===== src/rtl/sync_std_fifo.sv =====
// Single-clock FIFO with registered read data and occupancy-derived status flags.
// Optional sticky overflow/underflow outputs are enabled by defining STD_FIFO_ERR_FLAGS_EN.
module sync_std_fifo #(
  parameter int WIDTH              = 32,
  parameter int DEPTH              = 32,
  parameter int ALMOST_FULL_COUNT  = 2,
  parameter int ALMOST_EMPTY_COUNT = 1
) (
  input  logic                       rst,
  input  logic                       clk,
  input  logic                       push,
  input  logic                       pop,
  input  logic [WIDTH-1:0]           d,
  output logic [WIDTH-1:0]           q,
  output logic                       full,
  output logic                       empty,
  output logic [$clog2(DEPTH+1)-1:0] count,
  output logic                       almost_empty,
`ifdef STD_FIFO_ERR_FLAGS_EN
  output logic                       overflow,
  output logic                       underflow,
`endif
  output logic                       almost_full
);

  localparam int CW = $clog2(DEPTH + 1);
  localparam int PW = $clog2(DEPTH);

  // Thresholds saturate so out-of-range parameters give a constant flag instead of wrapping.
  localparam logic [CW-1:0] AF_LEVEL = (ALMOST_FULL_COUNT >= DEPTH) ? '0
                                     : CW'(DEPTH - ALMOST_FULL_COUNT);
  localparam logic [CW-1:0] AE_LEVEL = (ALMOST_EMPTY_COUNT >= DEPTH) ? CW'(DEPTH)
                                     : CW'(ALMOST_EMPTY_COUNT);

  logic [WIDTH-1:0] mem [DEPTH];

  logic [PW-1:0]    wr_ptr_q, wr_ptr_d;
  logic [PW-1:0]    rd_ptr_q, rd_ptr_d;
  logic [CW-1:0]    count_q,  count_d;
  logic [WIDTH-1:0] q_q,      q_d;
  logic             wr_en,    rd_en;

  assign full         = (count_q == CW'(DEPTH));
  assign empty        = (count_q == '0);
  assign almost_full  = (count_q >= AF_LEVEL);
  assign almost_empty = (count_q <= AE_LEVEL);
  assign count        = count_q;
  assign q            = q_q;

  // A pop on a full FIFO frees the slot the simultaneous push lands in.
  assign wr_en = push && (!full || pop);
  assign rd_en = pop && !empty;

  always_comb begin
    wr_ptr_d = wr_ptr_q;
    rd_ptr_d = rd_ptr_q;
    count_d  = count_q;
    q_d      = q_q;
    if (wr_en) begin
      wr_ptr_d = (wr_ptr_q == PW'(DEPTH - 1)) ? '0 : wr_ptr_q + PW'(1);
    end
    if (rd_en) begin
      rd_ptr_d = (rd_ptr_q == PW'(DEPTH - 1)) ? '0 : rd_ptr_q + PW'(1);
      q_d      = mem[rd_ptr_q];
    end
    case ({wr_en, rd_en})
      2'b10:   count_d = count_q + CW'(1);
      2'b01:   count_d = count_q - CW'(1);
      default: count_d = count_q;
    endcase
  end

  // NOTE: storage has no reset so it maps onto RAM; only pointers, count and q are reset.
  always_ff @(posedge clk) begin
    if (wr_en) begin
      mem[wr_ptr_q] <= d;
    end
  end

  always_ff @(posedge clk or negedge rst) begin
    if (!rst) begin
      wr_ptr_q <= '0;
      rd_ptr_q <= '0;
      count_q  <= '0;
      q_q      <= '0;
    end else begin
      wr_ptr_q <= wr_ptr_d;
      rd_ptr_q <= rd_ptr_d;
      count_q  <= count_d;
      q_q      <= q_d;
    end
  end

`ifdef STD_FIFO_ERR_FLAGS_EN
  logic overflow_q,  overflow_d;
  logic underflow_q, underflow_d;

  always_comb begin
    overflow_d  = overflow_q  || (push && full && !pop);
    underflow_d = underflow_q || (pop && empty);
  end

  always_ff @(posedge clk or negedge rst) begin
    if (!rst) begin
      overflow_q  <= 1'b0;
      underflow_q <= 1'b0;
    end else begin
      overflow_q  <= overflow_d;
      underflow_q <= underflow_d;
    end
  end

  assign overflow  = overflow_q;
  assign underflow = underflow_q;
`endif

endmodule


===== config.mk =====
export PLATFORM = sky130hd
export DESIGN_NAME = sync_std_fifo
export DESIGN_NICKNAME = d
export VERILOG_FILES = /design/src/rtl/sync_std_fifo.sv
export SDC_FILE = /design/constraint.sdc
export NUM_CORES = 1
export LEC_CHECK = 0
export CAP_MARGIN = 20
export CORE_MARGIN = 2
export CORE_UTILIZATION = 55
export DETAILED_ROUTE_END_ITERATION = 6
export PLACE_DENSITY = 0.78
export REMOVE_ABC_BUFFERS = 1
export SYNTH_ARGS = -nofsm -noshare
export SYNTH_HDL_FRONTEND = slang
export SYNTH_SLANG_ARGS = --single-unit

===== constraint.sdc =====
create_clock -name clk -period 6 [get_ports clk]
set_input_delay 1.2 -clock clk [delete_from_list [all_inputs] [get_ports clk]]
set_output_delay 1.2 -clock clk [all_outputs]
set_load 0.02 [all_outputs]

==> results list, run 1 <==
- The run finished with clean final reports.
- TritonCTS built the clock tree.
* Worst EP arrival: 2.70 ns
* Number of synthesis warnings: 0
* Worst supply voltage drop on vdd: roughly 330 µV
- Summed over all layers, the global routing overflow is 0.
* Violation count after the first detailed-routing iteration: 3037
* Cts bufs inserted: 100
* Syn avg cell area: approximately 18 µm²
* EDFF count, synth: approximately 1000
* Detailed-route DRC error count: 0
- Number of primary I/O pins: a little under 80
- Sequential area share after synthesis: between 70% and 80%
* Max-slew headroom: between 20% and 30%
- The longest clock path from root to sink contains 3 buffers.
* Final setup fails: 0
* CTS sink count: 1072
- Post-CTS Setup Bufs: 0
* Clock edge transition at the registers on the reported setup and hold paths: 0.06 ns
* Total Die Area: approximately 80000 µm²
* Post-Synthesis Cell Area: around 42000 µm²
- The detailed router placed around 22000 vias in this run.
* PortBufs: 77
* Leakage power figure: about 16 nW
- Count of maximum capacitance violations: 0
- Maximum fanout count along the critical path: 7
* Cell count after synthesis: about 2300
- Routability-driven placement congestion ratio: about 0.82
* Clock Latency Late Sink: between 0.6 and 0.7 ns
- Setup crit start kind: flop
- The critical path in this run is classified as flop to output pin.
- Pre-CTS worst setup slack: between 1.5 and 2 ns
- Post-route setup slack: around 2.1 ns
- Synthesis-to-finish area growth: 12.3%
- Hold WC Path Type: flop to flop
- Number of unique standard cell types used by synthesis: 44
* Maximum number of pins on one net before global-route repair: 130
- Final routed wire length divided by cell count: slightly below 30 µm
- Nets: around 2400
* Post-synthesis sequential element count: 1072
* PnR Total Power: between 20 and 25 mW
- The number of hold-slack violations in the final timing report was 0.
- Number of global-route vias before repair: about 22000
- The number of pins with negative max-slew slack in the final report is 0.
* Fraction of final layout cells sized beyond drive strength 1: between 10% and 20%
* Clock Root Buffer: clkbuf_16
- Row Count: 101
* Number of filler cells placed in the layout: 5101
* Hold buffer count at cts: 0
* Placeable core region: about 76000 µm²
* Final worst path period share: between 60% and 70%
- Slowest CP cell: clkdlybuf4s50_1
- Antenna diode count: 0
- Antenna violations before repair: 2
- Vertical extent of the die: about 280 µm
* Tightest Pin Transition: ~1.1 ns
* Wire length after detailed routing: 101000 µm
* Global-route wire length before repair: 145000 µm
* Maximum clock frequency: about 260 MHz
- Total global routing track utilization: approximately 26%
* Top flip-flop cell by instance count after synthesis: edfxtp_1
- Data on the critical path is required at its endpoint by approximately 4.8 ns.
* Die X: approximately 280 µm
* RSZ-0062 raised after global routing: false
- Endpoint type of the worst setup path: output pin
- Slowest Stage Delay on Critical Path: a little over 0.6 ns
- The count of nets left with antenna violations once routing finished came out at 0.
- In this run the power density over the cells is ~450 nW/µm².
* Post-CTS Resized: 0
* Starting Density: a little under three fifths
- Min cycle time layout: between 3 and 4 ns
- The signal on the critical path passes through inv_1 > ha_1 > or4b_4 > nor2_1 > clkdlybuf4s50_1.
- The pre-antenna-repair detailed-routing pass consisted of 6 iterations.
- Share of synthesized registers carrying an async set or reset: under 10%
- Estimated wirelength of the detail-placed design: 58000 µm
- Across the routed clock network, the largest skew measured is 0.0407 ns.
- Via/cell ratio: roughly 6.5
- In this run the number of H-tree levels came out at 3.
## Yosys cell counts, types with 4 or more instances
cell	n	area, µm²
dfrtp_1	48	1200
nor2_1	45	169
nand3_1	4	20.0
buf_4	35	263
a22o_1	64	561
edfxtp_1	1024	30700
a221oi_1	36	315
clkbuf_1	52	195
buf_2	19	95.1
a221oi_2	28	420
ha_1	13	163
o22ai_1	32	200
nand2_1	58	218
a22oi_1	128	961
nand3b_1	4	30.0
o41ai_2	31	504
buf_1	15	56.3
inv_1	5	18.8
o21ai_0	7	35.0
a21oi_1	68	340
mux2i_1	513	5130
buf_6	13	146
## critical path: cells and delay by family, from the launching register on
| family | cells | cell delay [ns] |
|---|---|---|
| and+or+nand+nor | 2 | 0.62 |
| adders and majority gates | 1 | 0.18 |
| buffers and inverters | 2 | 0.77 |
| DFF | 1 | 0.47 |
## kinds of logic (layout without fill, tap and decap cells)
group | after synthesis | count (layout) | share of synthesized area (%)
compound gates | 401 | 401 | 8.05
xor+xnor | 6 | 6 | 0.125
fa+ha+maj | 13 | 13 | 0.386
buf+inv | 145 | 312 | 1.97
flops | 1072 | 1072 | 75.9
mux | 514 | 514 | 12.2
simple gates | 128 | 128 | 1.33
## metal layers
| metal | track usage [%] | up-vias | routed length, µm |
|---|---|---|---|
| met3 | 5.45 | 139 | 10500 |
| met5 | 0 | - | 10 |
| met2 | 40.5 | 1220 | 48400 |
| met1 | 36.2 | 11600 | 40300 |
| met4 | 6.95 | 2 | 2150 |
| li1 | - | 9424 | - |
## final timing paths
path / endpoint / depth (start not counted) / slack (ns) / from
worst max-delay path: full / 5 / 2.10 / count[1]
worst min-delay path: q[24] / 2 / 0.49 / q[24]
worst max register to register: mem[5][27] / 6 / 2.33 / count[1]
worst min register to register: q[24] / 2 / 0.49 / q[24]
max in group asynchronous: rd_ptr_q[0] / 1 / 4.76 / rst
min in group asynchronous: count[4] / 1 / 0.62 / rst
## cell usage in the layout (no fill, tap or decap), types with 2 or more instances in the layout
cell / Yosys / layout
o41ai_2: 31 / 31
clkbuf_16: 0 / 101
a22o_1: 64 / 64
and3_1: 2 / 2
a21oi_1: 68 / 68
clkinv_2: 0 / 13
a22oi_1: 128 / 128
clkdlybuf4s50_1: 0 / 61
nor2_4: 0 / 33
nand3_1: 4 / 4
dfrtp_1: 48 / 47
nand2b_2: 0 / 2
clkbuf_8: 0 / 5
clkbuf_1: 52 / 25
clkinv_1: 0 / 24
inv_2: 2 / 2
o21ai_0: 7 / 7
xor2_1: 3 / 3
mux2i_1: 513 / 513
buf_2: 19 / 15
or3b_2: 2 / 2
edfxtp_1: 1024 / 1024
xnor2_1: 3 / 3
nand4b_1: 2 / 2
nor2_1: 45 / 12
buf_16: 0 / 4
nand2_1: 58 / 57
a221oi_1: 36 / 36
nor3_1: 2 / 2
buf_4: 35 / 32
clkinv_8: 0 / 3
nand3b_1: 4 / 4
o21ai_1: 3 / 3
nor2b_4: 0 / 2
buf_12: 0 / 11
bufinv_16: 0 / 8
inv_1: 5 / 5
o22ai_1: 32 / 32
ha_1: 13 / 13
a221oi_2: 28 / 28
## state kept, by name, summed over array words and instances (netlist names)
register	cells
mem	1024
wr_ptr_q	5
count	6
q	32
rd_ptr_q	5
## power breakdown
group	leakage, nW	internal [mW]	switching [mW]
combinational	4.95	2.09	3.77
clock	1.56	3.50	2.68
sequential	9.79	8.69	0.372
total	16.3	14.3	6.83
## area by class of cell
class                   count  area (µm²)  area share (%)
multi-input cells        1062        9590            20.3
clock inverters            51         503            1.06
inverters                   7        26.3          0.0556
clock buffers             131        2690            5.69
flip-flops and latches   1072       32000            67.6
repair buffers            123        1260            2.66
well taps                 978        1220            2.59
## per-stage QoR
stage	setup TNS (ns)	std cells	hold WS (ns)	area [µm²]	utilization, %
4_1_cts	0	3414	0.487	47000	62.0
2_1_floorplan	-426.88	2141	0.515	41300	-
5_1_grt	0	3424	0.500	47200	62.3
3_3_place_gp	0	3232	0.474	43800	57.8
6_report	0	3424	0.487	47200	62.3
3_5_place_dp	0	3232	0.471	43800	57.8
(Power assumes the default switching activity.)
==> run 2: changes to the inputs <==
==> constraint.sdc (replaced) <==
create_clock -name clk -period 3.8 [get_ports clk]
set_input_delay 0.76 -clock clk [delete_from_list [all_inputs] [get_ports clk]]
set_output_delay 0.76 -clock clk [all_outputs]
set_load 0.02 [all_outputs]
==> run 2 against run 1 <==
Global-route usage down 0.59 points; critical path depth unchanged; cell count up 2.1%; via count down 0.46%; non-clock buffer count up 65; worst hold slack worse by 0.22 ns; total power up 57%; utilization up 1.1 points; critical path type unchanged; critical endpoint is now empty; highest routed layer unchanged.
==> results list, run 2 (synthesis results as in run 1) <==
- Setup crit start kind: flop
- Maximum number of pins on one net before global-route repair: 99
- Instance area at placement: between 40000 and 50000 µm²
* Nets: approximately 2500
- The worst-case IR drop observed on VDD is 676 µV.
- Remaining Overflow, GRT: 0
- CTS sink count: approximately 1100
- Synthesis-to-finish area growth: 14.2%
* PortBufs: 77
* Leakage power figure: approximately 17 nW
- The critical path starts at count[1].
- After clock tree synthesis, the setup repair step added 0 buffers.
- In the final layout, the share of cells above drive strength 1 is 14.5%.
* Most common cell after layout, fill and taps aside: edfxtp_1
* RSZ-0062 raised after global routing: false
- In this design, the stage delay of the slowest critical-path cell is around 0.61 ns.
- Summed over all failing endpoints, the final setup total negative slack is 0 ns.
- Pre-CTS worst setup slack: a little over 0.7 ns
- The number of pins with negative max-slew slack in the final report was 0.
- Startpoint-to-endpoint class of the critical path: flop to output pin
* Maximum clock frequency: between 200 and 300 MHz
* Antenna diode count: 0
- Routability-driven placement congestion ratio: 0.857
- Clock Latency Late Sink: 0.66 ns
- Row Count: just over 100
- Summing over every cut layer, the via total after detailed routing is roughly 22000.
- Reg2Reg Depth: 7
- Counting flops per register, the top entry is mem.
* Hold buffer count at cts: 0
- Final setup fails: 0
- Worst EP arrival: 2.69 ns
* Layout Skew: approximately 0.027 ns
- The die covers approximately 79000 µm².
- In this run the register-to-register setup slack is 0.78 ns.
* Status: finished, final reports clean
- Clock tree synthesis inserted a total of about 100 buffers.
* Number of flip-flops under the largest register name: 1024
* First drt pass iteration count: 6
- CTS H-Tree Depth: 3
* Hold WC Path Type: input port to asynchronous set/reset pin
- Once the floorplan was initialized, standard cells occupied between 50% and 60% of the core.
- Number of global-route vias before repair: roughly 23000
* Required @ worst endpoint: just over 3 ns
- Number of primary I/O pins: just under 80
- In the routed design, unresolved DRC markers number 0.
- After the first detailed-routing iteration, the DRC count stood at roughly 2500.
- The number of hold-slack violations in the final timing report was 0.
- Global routing used between 20 and 25% of the available tracks.
- Vertical extent of the die: 281 µm
* Count of maximum capacitance violations: 0
- The slowest stage of the critical path is the clkdlybuf4s50_1 cell.
* Power per Cell Area: 690 nW/µm²
- Clock tree synthesis selected as its root buffer the cell clkbuf_16.
- The core region is around 76000 µm².
* Antenna violations before repair: 1
- The first global-routing pass estimated about 150000 µm of wire.
- Wires add up to 97800 µm.
- STA classifies the critical path endpoint as an output pin.
* Min cycle time layout: between 3 and 4 ns
- Following the worst setup path forward leads to its endpoint at empty.
* Estimated wirelength of the detail-placed design: roughly 57000 µm
- Tightest Pin Transition: approximately 1.1 ns
* R2r startpoint: count[1]
* Antenna viol nets, final: 0
- Across all setup checks in the final design, the least slack found is ~0.35 ns.
- Via/cell ratio: ~6.4
- TritonCTS built the clock tree.
- Commonest non-fill, non-tap cells in the layout: edfxtp_1 (1024), mux2i_1 (513), a22oi_1 (128), clkbuf_16 (105), buf_4 (75)
- Measured against its own limit, the worst slew margin works out to 23.5%.
- Worst R2R End: q[17]
* Final routed wire length divided by cell count: between 20 and 30 µm
- Walking the worst path, the cells encountered are inv_1 > ha_1 > or4b_4 > nor2_1 > clkdlybuf4s50_1.
- The final critical path takes up between 90% and 100% of the cycle.
* Bufs on Longest Clock Path: 3
- Of all nets on the critical path, the largest fanout is 7.
- Die X: ~280 µm
- The finished cells cover ~48000 µm².
- Clock edge transition at the registers on the reported setup and hold paths: about 0.07 ns
* Worst Hold Slack: approximately 0.27 ns
- Post-CTS Resized: 0
-- run 2: stage by stage --
step | power [mW] | utilization (%) | std cells
6_report | 33.2 | 63.4 | 3495
5_1_grt | 34.2 | 63.4 | 3495
4_1_cts | 33.2 | 63.3 | 3493
3_5_place_dp | 23.6 | 59.1 | 3305
3_3_place_gp | 23.3 | 59.1 | 3305
2_1_floorplan | 19.8 | - | 2141
-- run 2: worst min-delay path by stage --
| stage | to | slack (ns) | depth (start not counted) |
|---|---|---|---|
| 3_3_place_gp | q[14] | 0.47 | 2 |
| 3_5_place_dp | q[2] | 0.46 | 2 |
| 2_1_floorplan | count[0] | 0.46 | 0 |
| 4_1_cts | count[3] | 0.25 | 1 |
| 5_1_grt | count[3] | 0.30 | 1 |
| 6_report | rd_ptr_q[4] | 0.27 | 1 |
-- run 2: layout make-up --
| cell class | count | area [µm²] |
|---|---|---|
| Clock inverter | 47 | 355 |
| Tap cell | 978 | 1220 |
| Clock buffer | 141 | 2830 |
| Inverter | 7 | 26.3 |
| Sequential cell | 1072 | 32000 |
| Timing Repair Buffer | 188 | 2070 |
| Fill cell | 5023 | 27800 |
| Multi-Input combinational cell | 1062 | 9590 |
-- run 2: routing by layer --
layer	part of all wire [%]	vias up	wire, µm	global-route usage (%)
li1	-	9549	-	-
met1	40	11400	38700	34.3
met2	49	1121	47600	40.4
met3	9.7	139	9450	5.25
met4	2.1	2	2060	7.36
met5	0.013	-	13	0
-- run 2: worst max-delay path: cells and delay by family, from the launching register on --
| family | cells | cell delay (ns) |
|---|---|---|
| flip-flops | 1 | 0.46 |
| adder cells (fa/ha/maj) | 1 | 0.17 |
| buffers and inverters | 2 | 0.78 |
| AND/OR/NAND/NOR | 2 | 0.61 |
-- run 2: power breakdown --
group	leakage, nW	switching, mW	total, mW	internal (mW)
combinational	5.36	5.69	9.23	3.54
sequential	9.79	0.558	14.3	13.7
clock	1.57	4.20	9.67	5.47
total	16.7	10.4	33.2	22.7
